==> src/rtl/vga_axil_regs.sv <==
// AXI-Lite register bank for the VGA control plane: byte-strobed writes with
// independent AW/W hold slots, one-cycle read latency, SLVERR on illegal access.
module vga_axil_regs #(
    parameter int                  NUM_REGS = 8,
    parameter int                  ADDR_W   = 8,
    parameter int                  DATA_W   = 32,
    parameter logic [NUM_REGS-1:0] RO_MASK  = '0
) (
    input  logic                         clk,
    input  logic                         arst_n,
    input  logic [ADDR_W-1:0]            awaddr,
    input  logic                         awvalid,
    output logic                         awready,
    input  logic [DATA_W-1:0]            wdata,
    input  logic [DATA_W/8-1:0]          wstrb,
    input  logic                         wvalid,
    output logic                         wready,
    output logic [1:0]                   bresp,
    output logic                         bvalid,
    input  logic                         bready,
    input  logic [ADDR_W-1:0]            araddr,
    input  logic                         arvalid,
    output logic                         arready,
    output logic [DATA_W-1:0]            rdata,
    output logic [1:0]                   rresp,
    output logic                         rvalid,
    input  logic                         rready,
    output logic [NUM_REGS*DATA_W-1:0]   regs_o,
    input  logic [NUM_REGS*DATA_W-1:0]   hw_i,
    output logic [NUM_REGS-1:0]          wr_pulse_o
);
    localparam int         IDX_W       = ADDR_W - 2;
    localparam int         NB          = DATA_W / 8;
    localparam logic [1:0] RESP_OKAY   = 2'b00;
    localparam logic [1:0] RESP_SLVERR = 2'b10;

    if (DATA_W != 32) begin : g_bad_data_w
        $error("vga_axil_regs: DATA_W must be 32");
    end
    if ((1 << IDX_W) < NUM_REGS) begin : g_bad_addr_w
        $error("vga_axil_regs: ADDR_W too small for NUM_REGS");
    end

    function automatic logic is_writable(input logic [IDX_W-1:0] idx);
        logic ok;
        ok = 1'b0;
        for (int i = 0; i < NUM_REGS; i++)
            if (idx == IDX_W'(i) && !RO_MASK[i]) ok = 1'b1;
        return ok;
    endfunction

    logic                run_q;
    logic                aw_held_q, w_held_q;
    logic [IDX_W-1:0]    aw_idx_q;
    logic [DATA_W-1:0]   w_data_q;
    logic [NB-1:0]       w_strb_q;
    logic [DATA_W-1:0]   regs_q [NUM_REGS];

    logic                aw_hs, w_hs, write_fire, w_legal;
    logic [IDX_W-1:0]    w_idx, ar_idx;
    logic [DATA_W-1:0]   w_data_c, rd_data_c;
    logic [NB-1:0]       w_strb_c;
    logic [1:0]          rd_resp_c;
    logic                unused_bits;

    assign unused_bits = ^{awaddr[1:0], araddr[1:0]};

    // A held beat counts as available; an empty slot means ready is high, so
    // the live valid alone decides the handshake.
    assign write_fire = run_q && (aw_held_q || awvalid) && (w_held_q || wvalid)
                        && (!bvalid || bready);
    assign awready    = run_q && (!aw_held_q || write_fire);
    assign wready     = run_q && (!w_held_q || write_fire);
    assign aw_hs      = awvalid && awready;
    assign w_hs       = wvalid && wready;

    assign w_idx    = aw_held_q ? aw_idx_q : awaddr[ADDR_W-1:2];
    assign w_data_c = w_held_q ? w_data_q : wdata;
    assign w_strb_c = w_held_q ? w_strb_q : wstrb;
    assign w_legal  = is_writable(w_idx);

    always_ff @(posedge clk) begin
        if (aw_hs) aw_idx_q <= awaddr[ADDR_W-1:2];
        if (w_hs) begin
            w_data_q <= wdata;
            w_strb_q <= wstrb;
        end
    end

    always_ff @(posedge clk or negedge arst_n) begin
        if (!arst_n) begin
            run_q      <= 1'b0;
            aw_held_q  <= 1'b0;
            w_held_q   <= 1'b0;
            bvalid     <= 1'b0;
            bresp      <= RESP_OKAY;
            wr_pulse_o <= '0;
        end else begin
            run_q     <= 1'b1;
            aw_held_q <= aw_held_q ? (!write_fire || aw_hs) : (aw_hs && !write_fire);
            w_held_q  <= w_held_q  ? (!write_fire || w_hs)  : (w_hs && !write_fire);
            for (int i = 0; i < NUM_REGS; i++)
                wr_pulse_o[i] <= write_fire && w_legal && (|w_strb_c) && (w_idx == IDX_W'(i));
            if (write_fire) begin
                bvalid <= 1'b1;
                bresp  <= w_legal ? RESP_OKAY : RESP_SLVERR;
            end else if (bready) begin
                bvalid <= 1'b0;
            end
        end
    end

    always_ff @(posedge clk or negedge arst_n) begin
        if (!arst_n) begin
            for (int i = 0; i < NUM_REGS; i++) regs_q[i] <= '0;
        end else if (write_fire && w_legal) begin
            for (int i = 0; i < NUM_REGS; i++)
                for (int k = 0; k < NB; k++)
                    if (w_idx == IDX_W'(i) && w_strb_c[k])
                        regs_q[i][k*8 +: 8] <= w_data_c[k*8 +: 8];
        end
    end

    for (genvar g = 0; g < NUM_REGS; g++) begin : g_regs_o
        assign regs_o[g*DATA_W +: DATA_W] = regs_q[g];
    end

    assign arready = run_q && (!rvalid || rready);
    assign ar_idx  = araddr[ADDR_W-1:2];

    always_comb begin
        rd_data_c = '0;
        rd_resp_c = RESP_SLVERR;
        for (int i = 0; i < NUM_REGS; i++) begin
            if (ar_idx == IDX_W'(i)) begin
                rd_resp_c = RESP_OKAY;
                rd_data_c = RO_MASK[i] ? hw_i[i*DATA_W +: DATA_W] : regs_q[i];
            end
        end
    end

    // Read response registered; holds while the master stalls rready.
    always_ff @(posedge clk or negedge arst_n) begin
        if (!arst_n) begin
            rvalid <= 1'b0;
            rdata  <= '0;
            rresp  <= RESP_OKAY;
        end else if (arvalid && arready) begin
            rvalid <= 1'b1;
            rdata  <= rd_data_c;
            rresp  <= rd_resp_c;
        end else if (rready) begin
            rvalid <= 1'b0;
        end
    end
endmodule

==> config.mk <==
export PLATFORM = sky130hd
export DESIGN_NAME = vga_axil_regs
export DESIGN_NICKNAME = d
export VERILOG_FILES = /design/src/rtl/vga_axil_regs.sv
export SDC_FILE = /design/constraint.sdc
export NUM_CORES = 1
export LEC_CHECK = 0
export BUFFER_PORTS_ARGS = -buffer_cell sky130_fd_sc_hd__buf_2
export CAP_MARGIN = 20
export CORE_MARGIN = 5
export CORE_UTILIZATION = 30
export CTS_CLUSTER_DIAMETER = 100
export DETAILED_ROUTE_END_ITERATION = 12
export GPL_ROUTABILITY_DRIVEN = 0
export PLACE_DENSITY = 0.65
export SKIP_LAST_GASP = 1
export SYNTH_ARGS = -nofsm -noshare
export SYNTH_HDL_FRONTEND = slang
export SYNTH_SLANG_ARGS = --single-unit
==> constraint.sdc <==
create_clock -name clk -period 4.2 [get_ports clk]
set_clock_uncertainty 0.15 [all_clocks]
set_input_delay 0.21 -clock clk [delete_from_list [all_inputs] [get_ports clk]]
set_output_delay 0.21 -clock clk [all_outputs]
set_load 0.02 [all_outputs]
==> Word-level counts from Yosys, hierarchy flattened <==
Index checks and enable logic that the tools add are counted.
{ "word_totals": {"regBits": 347, "in_bits": 315, "output_inout_bits": 305, "word_cells": 195} }
{ "op_classes": {"eq_ne": 14, "mux": 34, "reduce_logical": 103} }
{ "ops": {"columns": ["op", "count"], "rows": [
  ["$mux 32", 9],
  ["$reduce_and 2->1", 32],
  ["$logic_and 1x1->1", 53],
  ["$eq 6x3->1 const B", 8],
  ["$eq 6x2->1 const B", 4],
  ["$mux 2", 9],
  ["$mux 1", 14],
  ["$eq 6x1->1 const B", 2],
  ["$logic_not 6->1", 2],
  ["$logic_or 1x1->1", 8],
  ["$mux 6", 1],
  ["$logic_not 1->1", 5],
  ["$mux 4", 1],
  ["$reduce_bool 2->1", 2],
  ["$reduce_or 4->1", 1]
]} }

==> Depth between registers and ports, before layout <==
Gate-level depths: netlist (run 1).
{ "depth": {"ltp_word": 13, "depth_mapped": 8} }

==> Worst setup path after synthesis (run 1) <==
No wires, ideal clock.
{ "synth_timing": {"kind": "reg-to-reg", "from": "register aw_held_q", "to": "register w_data_q[0], enable pin", "setup_time_ps": 441, "t_arrival_ps": 3120, "t_required_ps": 3609, "setup_slack_ps": 488, "path_stages_with_launch": 6, "n_path_buf": 2, "synth_period_minus_slack_ps": 3712, "path_cell_list": "dfrtp_1 > buf_4 > o221a_2 > buf_1 > nand2_1 > a21oi_1"} }
{ "synth_between": {"elab_chain_cells": 7} }
{ "synth_rtl": {"columns": ["element", "line", "rtl"], "rows": [
  ["start, declared", "53", "logic aw_held_q, w_held_q;"],
  ["start signal, assigned", "100", "aw_held_q <= aw_held_q ? (!write_fire || aw_hs) : (aw_hs && !write_fire);"],
  ["$logic_or 1x1->1", "70", "assign write_fire = run_q && (aw_held_q || awvalid) && (w_held_q || wvalid)"],
  ["$logic_and 1x1->1 (2 in a row)", "70", null],
  ["$logic_and 1x1->1", "71", "&& (!bvalid || bready);"],
  ["$logic_or 1x1->1", "73", "assign wready = run_q && (!w_held_q || write_fire);"],
  ["$logic_and 1x1->1", "73", null],
  ["$logic_and 1x1->1", "75", "assign w_hs = wvalid && wready;"],
  ["net w_hs", "59", "logic aw_hs, w_hs, write_fire, w_legal;"],
  ["end signal, assigned", "85", "w_data_q <= wdata;"],
  ["end, declared", "55", "logic [DATA_W-1:0] w_data_q;"]
]} }
The timed path passes the listed nets, and every way through them passes these cells.
A chain may end at the register's enable or synchronous reset.

==> Worst setup path in the final report (run 1) <==
{ "layout_timing": {"from": "register aw_held_q", "to": "register regs_q (netlist bit regs_o[167])"} }
{ "layout_between": {"elab_chain_cells": 12, "elab_cells_between_ends": 24} }
{ "layout_rtl": {"columns": ["element", "line", "rtl"], "rows": [
  ["$mux 6", "77", "assign w_idx = aw_held_q ? aw_idx_q : awaddr[ADDR_W-1:2];"],
  ["$logic_not 6->1", "48", "if (idx == IDX_W'(i) && !RO_MASK[i]) ok = 1'b1;"],
  ["$mux 1 (8 in a row)", "48", null],
  ["$logic_and 1x1->1", "116", "end else if (write_fire && w_legal) begin"],
  ["$reduce_and 2->1 (no line) (*)", null, null],
  ["end signal, assigned by index", "120", "regs_q[i][k*8 +: 8] <= w_data_c[k*8 +: 8];"],
  ["end, declared", "57", "logic [DATA_W-1:0] regs_q [NUM_REGS];"]
]} }
Every way passes the cells marked *; elsewhere a longest branch is shown, timed or not.

==> impl_results.html, run 1 <==
<table>
<tr><th>Metric</th><th>Value</th></tr>
<tr><th colspan="2">Run status</th></tr>
<tr><td>Outcome</td><td>complete, no violations</td></tr>
<tr><th colspan="2">Final layout</th></tr>
<tr><td>End-of-flow core utilization</td><td>38.9%</td></tr>
<tr><td>Number of nets in the finished design</td><td>1,917</td></tr>
<tr><td>Share of cells above drive strength 1</td><td>52.4%</td></tr>
<tr><td>Layout area overhead</td><td>28.2%</td></tr>
<tr><td>Most frequent cells in the layout</td><td>354 x buf_2, 315 x mux2_2, 302 x dfrtp_1, 47 x dlygate4sd3_1, 45 x a21oi_1</td></tr>
<tr><td>Final cell count without fillers</td><td>2,325</td></tr>
<tr><td>Commonest non-fill, non-tap cell in the layout</td><td>buf_2</td></tr>
<tr><td>Layout filler cell count</td><td>5,037</td></tr>
<tr><td>Total non-filler cell area in the finished layout</td><td>20,500 um2</td></tr>
<tr><th colspan="2">GRT</th></tr>
<tr><td>Pin count of the biggest net entering global routing</td><td>124</td></tr>
<tr><td>Wire length of the first global-routing pass</td><td>90,700 um</td></tr>
<tr><td>Combined global-route utilization of all metal layers</td><td>21.1%</td></tr>
<tr><td>Antenna violations before repair</td><td>6</td></tr>
<tr><td>Grt ovf</td><td>0</td></tr>
<tr><td>Vias in the first global route</td><td>13,100</td></tr>
<tr><th colspan="2">Critical path</th></tr>
<tr><td>Top fanout value on the critical path</td><td>18</td></tr>
<tr><td>Critical Path End Type</td><td>flip-flop</td></tr>
<tr><td>Sort of element at the start of the critical path</td><td>flip-flop</td></tr>
<tr><td>Required time of the critical path</td><td>between 4000 and 5000 ps</td></tr>
<tr><td>Endpoint arrival time on the critical path</td><td>3750 ps</td></tr>
<tr><td>Critical path class</td><td>flip-flop to flip-flop</td></tr>
<tr><th colspan="2">Clocking</th></tr>
<tr><td>Insertion delay to the later sink of the worst-skew pair</td><td>560 ps</td></tr>
<tr><td>Number of sinks driven by the clock tree</td><td>345</td></tr>
<tr><td>CTS hold repair buffers</td><td>47</td></tr>
<tr><td>Number of cells upsized or downsized after cts</td><td>0</td></tr>
<tr><td>CTS max path bufs</td><td>3</td></tr>
<tr><td>Post-CTS Setup Repair Bufs</td><td>0</td></tr>
<tr><td>Number of buffers added by the clock tree synthesis step</td><td>40</td></tr>
<tr><td>Total number of H-tree levels</td><td>2</td></tr>
<tr><td>TritonCTS clock tree</td><td>yes</td></tr>
<tr><td>Worst-path clk slew</td><td>60 ps</td></tr>
<tr><td>CTS Root Cell</td><td>clkbuf_16</td></tr>
<tr><th colspan="2">Floorplanning</th></tr>
<tr><td>Die Ht</td><td>241 um</td></tr>
<tr><td>Die outline area</td><td>58,000 um2</td></tr>
<tr><td>Rows</td><td>84</td></tr>
<tr><td>Width of the die</td><td>241 um</td></tr>
<tr><td>Initial cell density of the core</td><td>30.4%</td></tr>
<tr><td>Area inside the core boundary</td><td>around 53,000 um2</td></tr>
<tr><td>I/O pin cnt</td><td>620</td></tr>
<tr><th colspan="2">Flow run</th></tr>
<tr><td>Max-Cap Viols</td><td>0</td></tr>
<tr><th colspan="2">Logic synthesis</th></tr>
<tr><td>Dominant synthesized flop cell</td><td>dfrtp_1</td></tr>
<tr><td>Yosys warning total</td><td>0</td></tr>
<tr><td>EDFF count, synth</td><td>between 40 and 50</td></tr>
<tr><td>Mapped Cells</td><td>1,197</td></tr>
<tr><td>Post-synthesis sequential area ratio</td><td>between 50% and 60%</td></tr>
<tr><td>Post-synthesis cell type count</td><td>between 50 and 60</td></tr>
<tr><td>Avg Cell Area, Syn</td><td>13.4 um2</td></tr>
<tr><td>Async set-reset flop share out of synthesis</td><td>87.8%</td></tr>
<tr><td>#FFs+latches synth</td><td>345</td></tr>
<tr><td>Post-synthesis instance area</td><td>16,000 um2</td></tr>
<tr><th colspan="2">Drt</th></tr>
<tr><td>TritonRoute pass-1 iters</td><td>5</td></tr>
<tr><td>Number of routed nets with antenna violations</td><td>0</td></tr>
<tr><td>Via density per instance</td><td>5.45</td></tr>
<tr><td>Routed wirelength normalized by instance count</td><td>27.4 um</td></tr>
<tr><td>Count of vias placed by the detailed router</td><td>approximately 13,000</td></tr>
<tr><td>Iter 0 DRT Violations</td><td>887</td></tr>
<tr><td>Aggregate routed wire length</td><td>63,700 um</td></tr>
<tr><td>Post-route DRC</td><td>0</td></tr>
<tr><th colspan="2">STA</th></tr>
<tr><td>Tightest Pin Transition</td><td>around 1200 ps</td></tr>
<tr><td>Final number of setup-violating endpoints</td><td>0</td></tr>
<tr><td>RSZ-0062 raised after global routing</td><td>false</td></tr>
<tr><td>Tcrit/Tclk final</td><td>82.4%</td></tr>
<tr><td>Hold slack</td><td>98.0 ps</td></tr>
<tr><td>Min setup slack post-route</td><td>737 ps</td></tr>
<tr><td>Worst-case headroom to the max-slew limit</td><td>19.5%</td></tr>
<tr><td>Final hold viol count</td><td>0</td></tr>
<tr><td>Final setup TNS</td><td>0 ps</td></tr>
<tr><td>Minimum clock period</td><td>3460 ps</td></tr>
<tr><td>Fin. max-slew vios</td><td>0</td></tr>
<tr><td>Max frequency</td><td>0.289 GHz</td></tr>
<tr><th colspan="2">Power and ir drop</th></tr>
<tr><td>Total chip power</td><td>between 8 and 9 mW</td></tr>
<tr><td>Maximum ir drop on the vdd rail</td><td>0.000397 V</td></tr>
<tr><td>P_leak</td><td>approximately 10 nW</td></tr>
<tr><td>Cell Pwr Density</td><td>~400 nW/um2</td></tr>
<tr><th colspan="2">Placed design</th></tr>
<tr><td>Number of port buffers</td><td>357</td></tr>
<tr><td>DP Cell Count</td><td>2,201</td></tr>
<tr><td>Setup slack after placement</td><td>between 700 and 800 ps</td></tr>
<tr><td>Post-placement cell area</td><td>18,700 um2</td></tr>
<tr><td>Dpl hpwl</td><td>44,200 um</td></tr>
<tr><th colspan="2">Worst hold path</th></tr>
<tr><td>Path category of the worst min-delay check</td><td>input port to flip-flop</td></tr>
</table>
## synthesized netlist by cell type (all sizes together), types with 2 or more instances
library cell / n / area share, %
a211oi: 23 / 1.1
a21boi: 15 / 0.70
a21oi: 46 / 1.4
a221o: 2 / 0.13
a221oi: 21 / 1.2
a22o: 2 / 0.11
a2bb2oi: 3 / 0.16
a31oi: 3 / 0.12
and2: 6 / 0.23
and3: 23 / 0.90
buf: 15 / 0.45
clkbuf: 63 / 1.5
conb: 2 / 0.047
dfrtp: 303 / 47
edfxtp: 42 / 7.9
inv: 2 / 0.047
mux2: 318 / 22
mux2i: 8 / 0.50
mux4: 5 / 0.70
nand2: 31 / 0.73
nand2b: 7 / 0.27
nand3: 3 / 0.094
nand3b: 14 / 0.66
nor2: 63 / 2.0
nor3: 36 / 1.4
nor3b: 3 / 0.14
nor4: 4 / 0.29
nor4b: 4 / 0.35
o2111ai: 6 / 0.77
o211ai: 7 / 0.33
o21ai: 30 / 0.94
o221a: 24 / 1.7
o221ai: 28 / 1.7
o22ai: 3 / 0.16
o2bb2ai: 6 / 0.33
or3: 17 / 0.67
## power breakdown
group / switching, mW / total [mW] / internal, mW
Sequential: 0.125 / 3.63 / 3.50
Combinational: 0.731 / 1.09 / 0.362
Clock: 1.42 / 3.57 / 2.15
## routing by layer
metal  wire, um  global-route usage (%)  vias to the layer above
met5         28                       0                        -
met2      28900                    33.3                      588
met1      26300                    27.5                     6587
met3       6810                    7.69                      107
li1           -                       -                     5387
met4       1790                    6.17                        4
## worst max-delay path: stages, from the launching register on
cell and delay (ps):
dfrtp_1 730, nor4bb_1 840, o221ai_2 440, nor2_2 760, mux2_2 410
## cell families after synthesis
| group | share of synthesized area [%] |
|---|---|
| AOI/OAI and AO/OA | 11.0 |
| buffers and inverters | 1.98 |
| DFF | 55.3 |
| muxes | 23.6 |
| other | 0.0470 |
| and+or+nand+nor | 8.04 |
## final cells by class
| cell class | instances | area (um2) | area share [%] |
|---|---|---|---|
| multi-input cells | 773 | 6880 | 33.5 |
| clock buffers | 63 | 1230 | 6.00 |
| clock inverters | 11 | 126 | 0.616 |
| inverters | 2 | 7.51 | 0.0366 |
| flip-flops and latches | 345 | 8840 | 43.1 |
| repair buffers | 440 | 2550 | 12.5 |
| well taps | 688 | 861 | 4.20 |
| diodes | 3 | 7.51 | 0.0366 |
## final timing paths
kind / start / end / slack [ps] / cells past startpoint
max: aw_held_q / regs_o[167] / 740 / 4
min: bready / bvalid / 100 / 3
max reg2reg: aw_held_q / regs_o[167] / 740 / 4
min reg2reg: bresp[1] / bresp[1] / 360 / 1
max in group asynchronous: arst_n / regs_o[141] / 2610 / 3
min in group asynchronous: arst_n / regs_o[120] / 230 / 2
## flip-flops by register name, indices dropped and copies added, names as in the netlist, 4 cells and up
signal      count
w_data_q       32
regs_o        256
w_strb_q        4
aw_idx_q        6
wr_pulse_o      8
rdata          32
Note: power is estimated with default switching activity, not from simulation.
==> run 2: changes to the inputs <==
--- a/config.mk
+++ b/config.mk
@@ -12,7 +12,7 @@
 export CTS_CLUSTER_DIAMETER = 100
 export DETAILED_ROUTE_END_ITERATION = 12
 export GPL_ROUTABILITY_DRIVEN = 0
-export PLACE_DENSITY = 0.65
+export PLACE_DENSITY = 0.67
 export SKIP_LAST_GASP = 1
 export SYNTH_ARGS = -nofsm -noshare
 export SYNTH_HDL_FRONTEND = slang
==> constraint.sdc (replaced) <==
create_clock -name clk -period 2.9 [get_ports clk]
set_clock_uncertainty 0.15 [all_clocks]
set_input_delay 0.145 -clock clk [delete_from_list [all_inputs] [get_ports clk]]
set_output_delay 0.145 -clock clk [all_outputs]
set_load 0.02 [all_outputs]
==> impl_results.html, run 2 (synthesized netlist as in run 1, its figures left out) <==
<table>
<tr><th>Metric</th><th>Value</th></tr>
<tr><th colspan="2">GRT</th></tr>
<tr><td>Vias in the first global route</td><td>between 10,000 and 15,000</td></tr>
<tr><td>Wire length of the first global-routing pass</td><td>91,600 um</td></tr>
<tr><td>Pin count of the biggest net entering global routing</td><td>81</td></tr>
<tr><td>Grt ovf</td><td>0</td></tr>
<tr><td>Combined global-route utilization of all metal layers</td><td>21.2%</td></tr>
<tr><td>Antenna violations before repair</td><td>2</td></tr>
<tr><th colspan="2">Floorplanning</th></tr>
<tr><td>I/O pin cnt</td><td>620</td></tr>
<tr><td>Initial cell density of the core</td><td>a little under a third</td></tr>
<tr><td>Rows</td><td>84</td></tr>
<tr><td>Width of the die</td><td>around 240 um</td></tr>
<tr><td>Die Ht</td><td>241 um</td></tr>
<tr><td>Die outline area</td><td>58,000 um2</td></tr>
<tr><td>Area inside the core boundary</td><td>between 50,000 and 60,000 um2</td></tr>
<tr><th colspan="2">STA</th></tr>
<tr><td>Final hold viol count</td><td>0</td></tr>
<tr><td>Minimum clock period</td><td>2600 ps</td></tr>
<tr><td>Max frequency</td><td>roughly 0.38 GHz</td></tr>
<tr><td>Worst-case headroom to the max-slew limit</td><td>46.7%</td></tr>
<tr><td>Fin. max-slew vios</td><td>0</td></tr>
<tr><td>RSZ-0062 raised after global routing</td><td>false</td></tr>
<tr><td>Final number of setup-violating endpoints</td><td>0</td></tr>
<tr><td>Final setup TNS</td><td>0 ps</td></tr>
<tr><td>Hold slack</td><td>22.6 ps</td></tr>
<tr><td>Tcrit/Tclk final</td><td>89.8%</td></tr>
<tr><td>Tightest Pin Transition</td><td>~800 ps</td></tr>
<tr><td>Min setup slack post-route</td><td>roughly 300 ps</td></tr>
<tr><th colspan="2">Drt</th></tr>
<tr><td>Number of routed nets with antenna violations</td><td>0</td></tr>
<tr><td>TritonRoute pass-1 iters</td><td>6</td></tr>
<tr><td>Count of vias placed by the detailed router</td><td>12,900</td></tr>
<tr><td>Routed wirelength normalized by instance count</td><td>around 27 um</td></tr>
<tr><td>Iter 0 DRT Violations</td><td>965</td></tr>
<tr><td>Aggregate routed wire length</td><td>63,900 um</td></tr>
<tr><td>Via density per instance</td><td>approximately 5.5</td></tr>
<tr><td>Post-route DRC</td><td>0</td></tr>
<tr><th colspan="2">Clocking</th></tr>
<tr><td>CTS Root Cell</td><td>clkbuf_16</td></tr>
<tr><td>Insertion delay to the later sink of the worst-skew pair</td><td>560 ps</td></tr>
<tr><td>Worst-path clk slew</td><td>60 ps</td></tr>
<tr><td>Number of sinks driven by the clock tree</td><td>345</td></tr>
<tr><td>Total number of H-tree levels</td><td>2</td></tr>
<tr><td>TritonCTS clock tree</td><td>yes</td></tr>
<tr><td>CTS max path bufs</td><td>3</td></tr>
<tr><td>Number of buffers added by the clock tree synthesis step</td><td>40</td></tr>
<tr><th colspan="2">Power and ir drop</th></tr>
<tr><td>Total chip power</td><td>approximately 12 mW</td></tr>
<tr><td>Maximum ir drop on the vdd rail</td><td>approximately 0.0005 V</td></tr>
<tr><td>Cell Pwr Density</td><td>567 nW/um2</td></tr>
<tr><td>P_leak</td><td>10.2 nW</td></tr>
<tr><th colspan="2">Critical path</th></tr>
<tr><td>Number of buffers and inverters on the critical path</td><td>3</td></tr>
<tr><td>Ordered list of cells on the worst path</td><td>dlygate4sd3_1, buf_2, or4b_2, buf_4, a21o_1, o221ai_1, a211oi_1</td></tr>
<tr><td>Stages on the worst setup path</td><td>7</td></tr>
<tr><td>Endpoint arrival time on the critical path</td><td>2860 ps</td></tr>
<tr><td>Critical Path End Type</td><td>flip-flop</td></tr>
<tr><td>Sort of element at the start of the critical path</td><td>input port</td></tr>
<tr><td>Terminus of the critical flop-to-flop path</td><td>regs_o[84]</td></tr>
<tr><td>Required time of the critical path</td><td>3160 ps</td></tr>
<tr><td>Internal reg-to-reg setup slack</td><td>310 ps</td></tr>
<tr><td>Crit path max-delay cell type</td><td>or4b_2</td></tr>
<tr><td>Crit path from</td><td>araddr[5]</td></tr>
<tr><td>Critical path capture point</td><td>rdata[18]</td></tr>
<tr><td>Path depth of the worst reg2reg path</td><td>4</td></tr>
<tr><td>Critical path class</td><td>input port to flip-flop</td></tr>
<tr><td>Slowest stage delay, CP</td><td>840 ps</td></tr>
<tr><td>Origin of the critical flop-to-flop path</td><td>aw_held_q</td></tr>
<tr><td>Top fanout value on the critical path</td><td>20</td></tr>
<tr><td>Cell family with the largest share of critical-path delay</td><td>buffers and inverters</td></tr>
<tr><th colspan="2">Final layout</th></tr>
<tr><td>Most frequent cells in the layout</td><td>354 x buf_2, 315 x mux2_2, 301 x dfrtp_1, 67 x buf_4, 48 x dlygate4sd3_1</td></tr>
<tr><td>Largest register FFs</td><td>approximately 260</td></tr>
<tr><td>Share of cells above drive strength 1</td><td>53.1%</td></tr>
<tr><td>Layout area overhead</td><td>30.3%</td></tr>
<tr><td>Register area</td><td>8850 um2</td></tr>
<tr><td>Commonest non-fill, non-tap cell in the layout</td><td>buf_2</td></tr>
<tr><td>Combined area of the multi-input logic cells</td><td>6880 um2</td></tr>
<tr><td>Number of nets in the finished design</td><td>1,958</td></tr>
<tr><td>End-of-flow core utilization</td><td>around two fifths</td></tr>
<tr><td>Total non-filler cell area in the finished layout</td><td>20,800 um2</td></tr>
<tr><td>Layout filler cell count</td><td>4,972</td></tr>
<tr><td>Final cell count without fillers</td><td>about 2,400</td></tr>
<tr><th colspan="2">Placed design</th></tr>
<tr><td>Post-placement cell area</td><td>19,100 um2</td></tr>
<tr><td>Number of port buffers</td><td>357</td></tr>
<tr><td>DP Cell Count</td><td>2,241</td></tr>
<tr><td>Setup slack after placement</td><td>114 ps</td></tr>
<tr><td>Dpl hpwl</td><td>44,800 um</td></tr>
<tr><th colspan="2">Worst hold path</th></tr>
<tr><td>Path category of the worst min-delay check</td><td>input port to async pin</td></tr>
<tr><th colspan="2">Run status</th></tr>
<tr><td>Outcome</td><td>complete, no violations</td></tr>
<tr><th colspan="2">Flow run</th></tr>
<tr><td>Max-Cap Viols</td><td>0</td></tr>
</table>
[run 2: changes by cell type in the layout (fill, tap and decap cells not counted), moves of 5 or more]
cell      before  now
buf_12         1   11
clkbuf_1      11   16
buf_4         37   67
clkbuf_8      10    4
[run 2: final cells by class]
type | instances | area share, %
sequential | 345 | 42.4
multi-input combinational | 773 | 33.0
timing repair buffer | 481 | 14.3
clock buffer | 62 | 5.60
tap | 688 | 4.13
clock inverter | 10 | 0.420
inverter | 2 | 0.0360
antenna | 3 | 0.0360
[run 2: worst min path at each step]
| stage | to | slack, ps | depth (start not counted) |
|---|---|---|---|
| final | regs_o[88] | 20 | 2 |
| after global routing | rdata[25] | 70 | 5 |
| after CTS | rdata[25] | 4 | 5 |
| after detailed placement | regs_o[88] | 50 | 1 |
| after global placement | regs_o[88] | 50 | 1 |
| after floorplan | aw_held_q | -300 | 0 |
[run 2: worst register-to-register path: stages (launching register included)]
cell and delay [ps]:
dfrtp_2 520, mux2_2 520, o221ai_2 370, nor2_2 520
mux2_2 410
[run 2: timing repair]
item                                    in CTS  in global routing
hold buffers                                48                  0
hold endpoints to repair                   483                  0
buffers inserted                             0                  0
gates resized for setup                      0                  1
endpoints found under the setup margin       0                 12
[run 2: metal layers]
metal | wire length, um | GRT usage (%) | vias to the layer above
li1 | - | - | 5472
met3 | 7350 | 7.31 | 124
met1 | 25700 | 27.6 | 6619
met4 | 2350 | 8.07 | 2
met2 | 28500 | 32.8 | 715
met5 | 13 | 0 | -
[run 2: where the power goes]
| group | switching, mW | internal, mW |
|---|---|---|
| combinational | 1.11 | 0.565 |
| sequential | 0.144 | 5.08 |
| clock | 2.05 | 2.86 |
| total | 3.31 | 8.50 |
==> run 3: changes to the inputs <==
--- a/config.mk
+++ b/config.mk
@@ -9,10 +9,11 @@
 export CAP_MARGIN = 20
 export CORE_MARGIN = 5
 export CORE_UTILIZATION = 30
+export CTS_BUF_LIST = sky130_fd_sc_hd__clkbuf_4
 export CTS_CLUSTER_DIAMETER = 100
 export DETAILED_ROUTE_END_ITERATION = 12
 export GPL_ROUTABILITY_DRIVEN = 0
-export PLACE_DENSITY = 0.67
+export PLACE_DENSITY = 0.53
 export SKIP_LAST_GASP = 1
 export SYNTH_ARGS = -nofsm -noshare
 export SYNTH_HDL_FRONTEND = slang
==> constraint.sdc (replaced) <==
create_clock -name clk -period 2.9 [get_ports clk]
set_clock_uncertainty 0.15 [all_clocks]
set_input_delay 0.29 -clock clk [delete_from_list [all_inputs] [get_ports clk]]
set_output_delay 0.29 -clock clk [all_outputs]
set_load 0.02 [all_outputs]
==> impl_results.html, run 3 (synthesized netlist as in run 1, its figures left out) <==
<table>
<tr><th>Metric</th><th>Value</th></tr>
<tr><th colspan="2">Floorplanning</th></tr>
<tr><td>Die outline area</td><td>58,000 um2</td></tr>
<tr><td>I/O pin cnt</td><td>620</td></tr>
<tr><td>Die Ht</td><td>about 240 um</td></tr>
<tr><td>Rows</td><td>84</td></tr>
<tr><td>Area inside the core boundary</td><td>52,700 um2</td></tr>
<tr><td>Initial cell density of the core</td><td>30.4%</td></tr>
<tr><td>Width of the die</td><td>241 um</td></tr>
<tr><th colspan="2">STA</th></tr>
<tr><td>Final number of setup-violating endpoints</td><td>0</td></tr>
<tr><td>Tcrit/Tclk final</td><td>between 90 and 100%</td></tr>
<tr><td>Max frequency</td><td>0.369 GHz</td></tr>
<tr><td>RSZ-0062 raised after global routing</td><td>false</td></tr>
<tr><td>Minimum clock period</td><td>around 2700 ps</td></tr>
<tr><td>Final hold viol count</td><td>0</td></tr>
<tr><td>Tightest Pin Transition</td><td>865 ps</td></tr>
<tr><td>Fin. max-slew vios</td><td>0</td></tr>
<tr><td>Final setup TNS</td><td>0 ps</td></tr>
<tr><td>Worst-case headroom to the max-slew limit</td><td>42.4%</td></tr>
<tr><th colspan="2">Clocking</th></tr>
<tr><td>Total number of H-tree levels</td><td>3</td></tr>
<tr><td>TritonCTS clock tree</td><td>yes</td></tr>
<tr><td>Insertion delay to the later sink of the worst-skew pair</td><td>810 ps</td></tr>
<tr><td>CTS max path bufs</td><td>3</td></tr>
<tr><td>CTS Root Cell</td><td>clkbuf_4</td></tr>
<tr><td>Worst-path clk slew</td><td>60 ps</td></tr>
<tr><td>Number of sinks driven by the clock tree</td><td>345</td></tr>
<tr><td>Number of buffers added by the clock tree synthesis step</td><td>99</td></tr>
<tr><th colspan="2">Final layout</th></tr>
<tr><td>Total non-filler cell area in the finished layout</td><td>between 20,000 and 25,000 um2</td></tr>
<tr><td>Combined area of the multi-input logic cells</td><td>6900 um2</td></tr>
<tr><td>Layout area overhead</td><td>33.4%</td></tr>
<tr><td>Share of cells above drive strength 1</td><td>55.3%</td></tr>
<tr><td>Largest register FFs</td><td>256</td></tr>
<tr><td>Layout filler cell count</td><td>5,122</td></tr>
<tr><td>Register area</td><td>8850 um2</td></tr>
<tr><td>Most frequent cells in the layout</td><td>354 x buf_2, 315 x mux2_2, 300 x dfrtp_1, 161 x clkbuf_4, 86 x dlygate4sd3_1</td></tr>
<tr><td>Number of nets in the finished design</td><td>2,063</td></tr>
<tr><td>Commonest non-fill, non-tap cell in the layout</td><td>buf_2</td></tr>
<tr><th colspan="2">Placed design</th></tr>
<tr><td>Dpl hpwl</td><td>45,600 um</td></tr>
<tr><td>Post-placement cell area</td><td>19,100 um2</td></tr>
<tr><td>Number of port buffers</td><td>between 300 and 400</td></tr>
<tr><th colspan="2">Run status</th></tr>
<tr><td>Outcome</td><td>complete, no violations</td></tr>
<tr><th colspan="2">Power and ir drop</th></tr>
<tr><td>Maximum ir drop on the vdd rail</td><td>0.000284 V</td></tr>
<tr><td>P_leak</td><td>10.6 nW</td></tr>
<tr><td>Cell Pwr Density</td><td>549 nW/um2</td></tr>
<tr><th colspan="2">Drt</th></tr>
<tr><td>Count of vias placed by the detailed router</td><td>13,100</td></tr>
<tr><td>Number of routed nets with antenna violations</td><td>0</td></tr>
<tr><td>Highest layer used for signal routing</td><td>met5</td></tr>
<tr><td>Met3 wirelength from detailed routing</td><td>6820 um</td></tr>
<tr><td>Detail Route met2 WL</td><td>28,300 um</td></tr>
<tr><td>Via density per instance</td><td>5.20</td></tr>
<tr><td>Routed wirelength normalized by instance count</td><td>25.8 um</td></tr>
<tr><td>Metal1 wirelength</td><td>28,100 um</td></tr>
<tr><td>Iter 0 DRT Violations</td><td>about 900</td></tr>
<tr><td>Post-route DRC</td><td>0</td></tr>
<tr><td>Aggregate routed wire length</td><td>65,100 um</td></tr>
<tr><td>TritonRoute pass-1 iters</td><td>6</td></tr>
<tr><th colspan="2">GRT</th></tr>
<tr><td>Combined global-route utilization of all metal layers</td><td>roughly 22%</td></tr>
<tr><td>Pin count of the biggest net entering global routing</td><td>between 90 and 100</td></tr>
<tr><td>Antenna violations before repair</td><td>2</td></tr>
<tr><td>Vias in the first global route</td><td>13,700</td></tr>
<tr><td>Grt ovf</td><td>0</td></tr>
<tr><td>Wire length of the first global-routing pass</td><td>93,400 um</td></tr>
<tr><th colspan="2">Critical path</th></tr>
<tr><td>Sort of element at the start of the critical path</td><td>flip-flop</td></tr>
<tr><td>Crit path from</td><td>aw_held_q</td></tr>
<tr><td>Required time of the critical path</td><td>2460 ps</td></tr>
<tr><td>Critical Path End Type</td><td>primary output</td></tr>
<tr><td>Endpoint arrival time on the critical path</td><td>2270 ps</td></tr>
<tr><td>Critical path class</td><td>flip-flop to primary output</td></tr>
<tr><td>Top fanout value on the critical path</td><td>8</td></tr>
<tr><td>Origin of the critical flop-to-flop path</td><td>aw_held_q</td></tr>
<tr><th colspan="2">Flow run</th></tr>
<tr><td>Max-Cap Viols</td><td>0</td></tr>
<tr><th colspan="2">Worst hold path</th></tr>
<tr><td>Path category of the worst min-delay check</td><td>input port to flip-flop</td></tr>
<tr><td>Origin of the worst min-delay path</td><td>araddr[6]</td></tr>
</table>
==> run 3: cell count changes in the layout (fill, tap and decap cells not counted), sizes merged <==
| cell | change |
|---|---|
| buf | +8 |
| clkbuf | +99 |
| clkinv | +13 |
| clkinvlp | +1 |
| diode | -1 |
| dlygate4sd3 | +38 |
==> run 3: critical path, stage by stage (launching register included) <==
cell,delay [ps]
dfrtp_2,400
buf_4,150
o221a_4,330
nand2_2,200
nand2_1,90
and2_1,150
buf_2,150
==> run 3: metal layers <==
layer	vias up	track usage, %
met3	96	8.97
met4	2	7.86
met2	569	32.3
met5	-	0
met1	6690	28.8
li1	5758	-
==> run 3: stage by stage <==
stage          std cells  setup slack, ps  util, %  hold slack (ps)  power [mW]
2_1_floorplan       1198              324        -             -156        6.17
3_3_place_gp        2248              158     36.3              256        6.91
3_5_place_dp        2248              120     36.3              263        6.94
4_1_cts             2520            -27.2     40.5             2.40        11.9
5_1_grt             2521             9.66     40.5             41.1        12.3
6_report            2522              191     40.5             90.2        11.7
==> run 3: worst paths after layout <==
path / end / slack, ps / depth (start not counted)
min in group asynchronous: regs_o[58] / 530 / 3
hold reg to reg: rdata[20] / 330 / 2
setup reg to reg: regs_o[217] / 270 / 6
max in group asynchronous: regs_o[34] / 1230 / 4
setup / recovery: awready / 190 / 6
hold / removal: rdata[28] / 90 / 5
==> run 3: power by group <==
part	leakage, nW	switching [mW]	internal (mW)	total [mW]
clock	0.797	2.17	2.59	4.76
combinational	5.20	1.14	0.612	1.75
sequential	4.58	0.124	5.07	5.20
==> run 3: final cells by class <==
cell class	instances	share of cell area [%]
antenna	2	0.0235
sequential	345	41.5
timing repair buffer	527	15.8
tap	688	4.03
clock inverter	24	0.569
clock buffer	161	5.67
multi-input combinational	773	32.4
inverter	2	0.0352
==> run 3: timing repair <==
| action | in CTS | in global routing |
|---|---|---|
| pin swaps | 0 | 0 |
| gates resized for setup | 5 | 3 |
| endpoints found under the hold margin | 652 | 0 |
| setup endpoints to repair | 3 | 1 |
| hold buffers | 86 | 0 |
| buffers inserted | 1 | 0 |
| gates cloned | 0 | 0 |
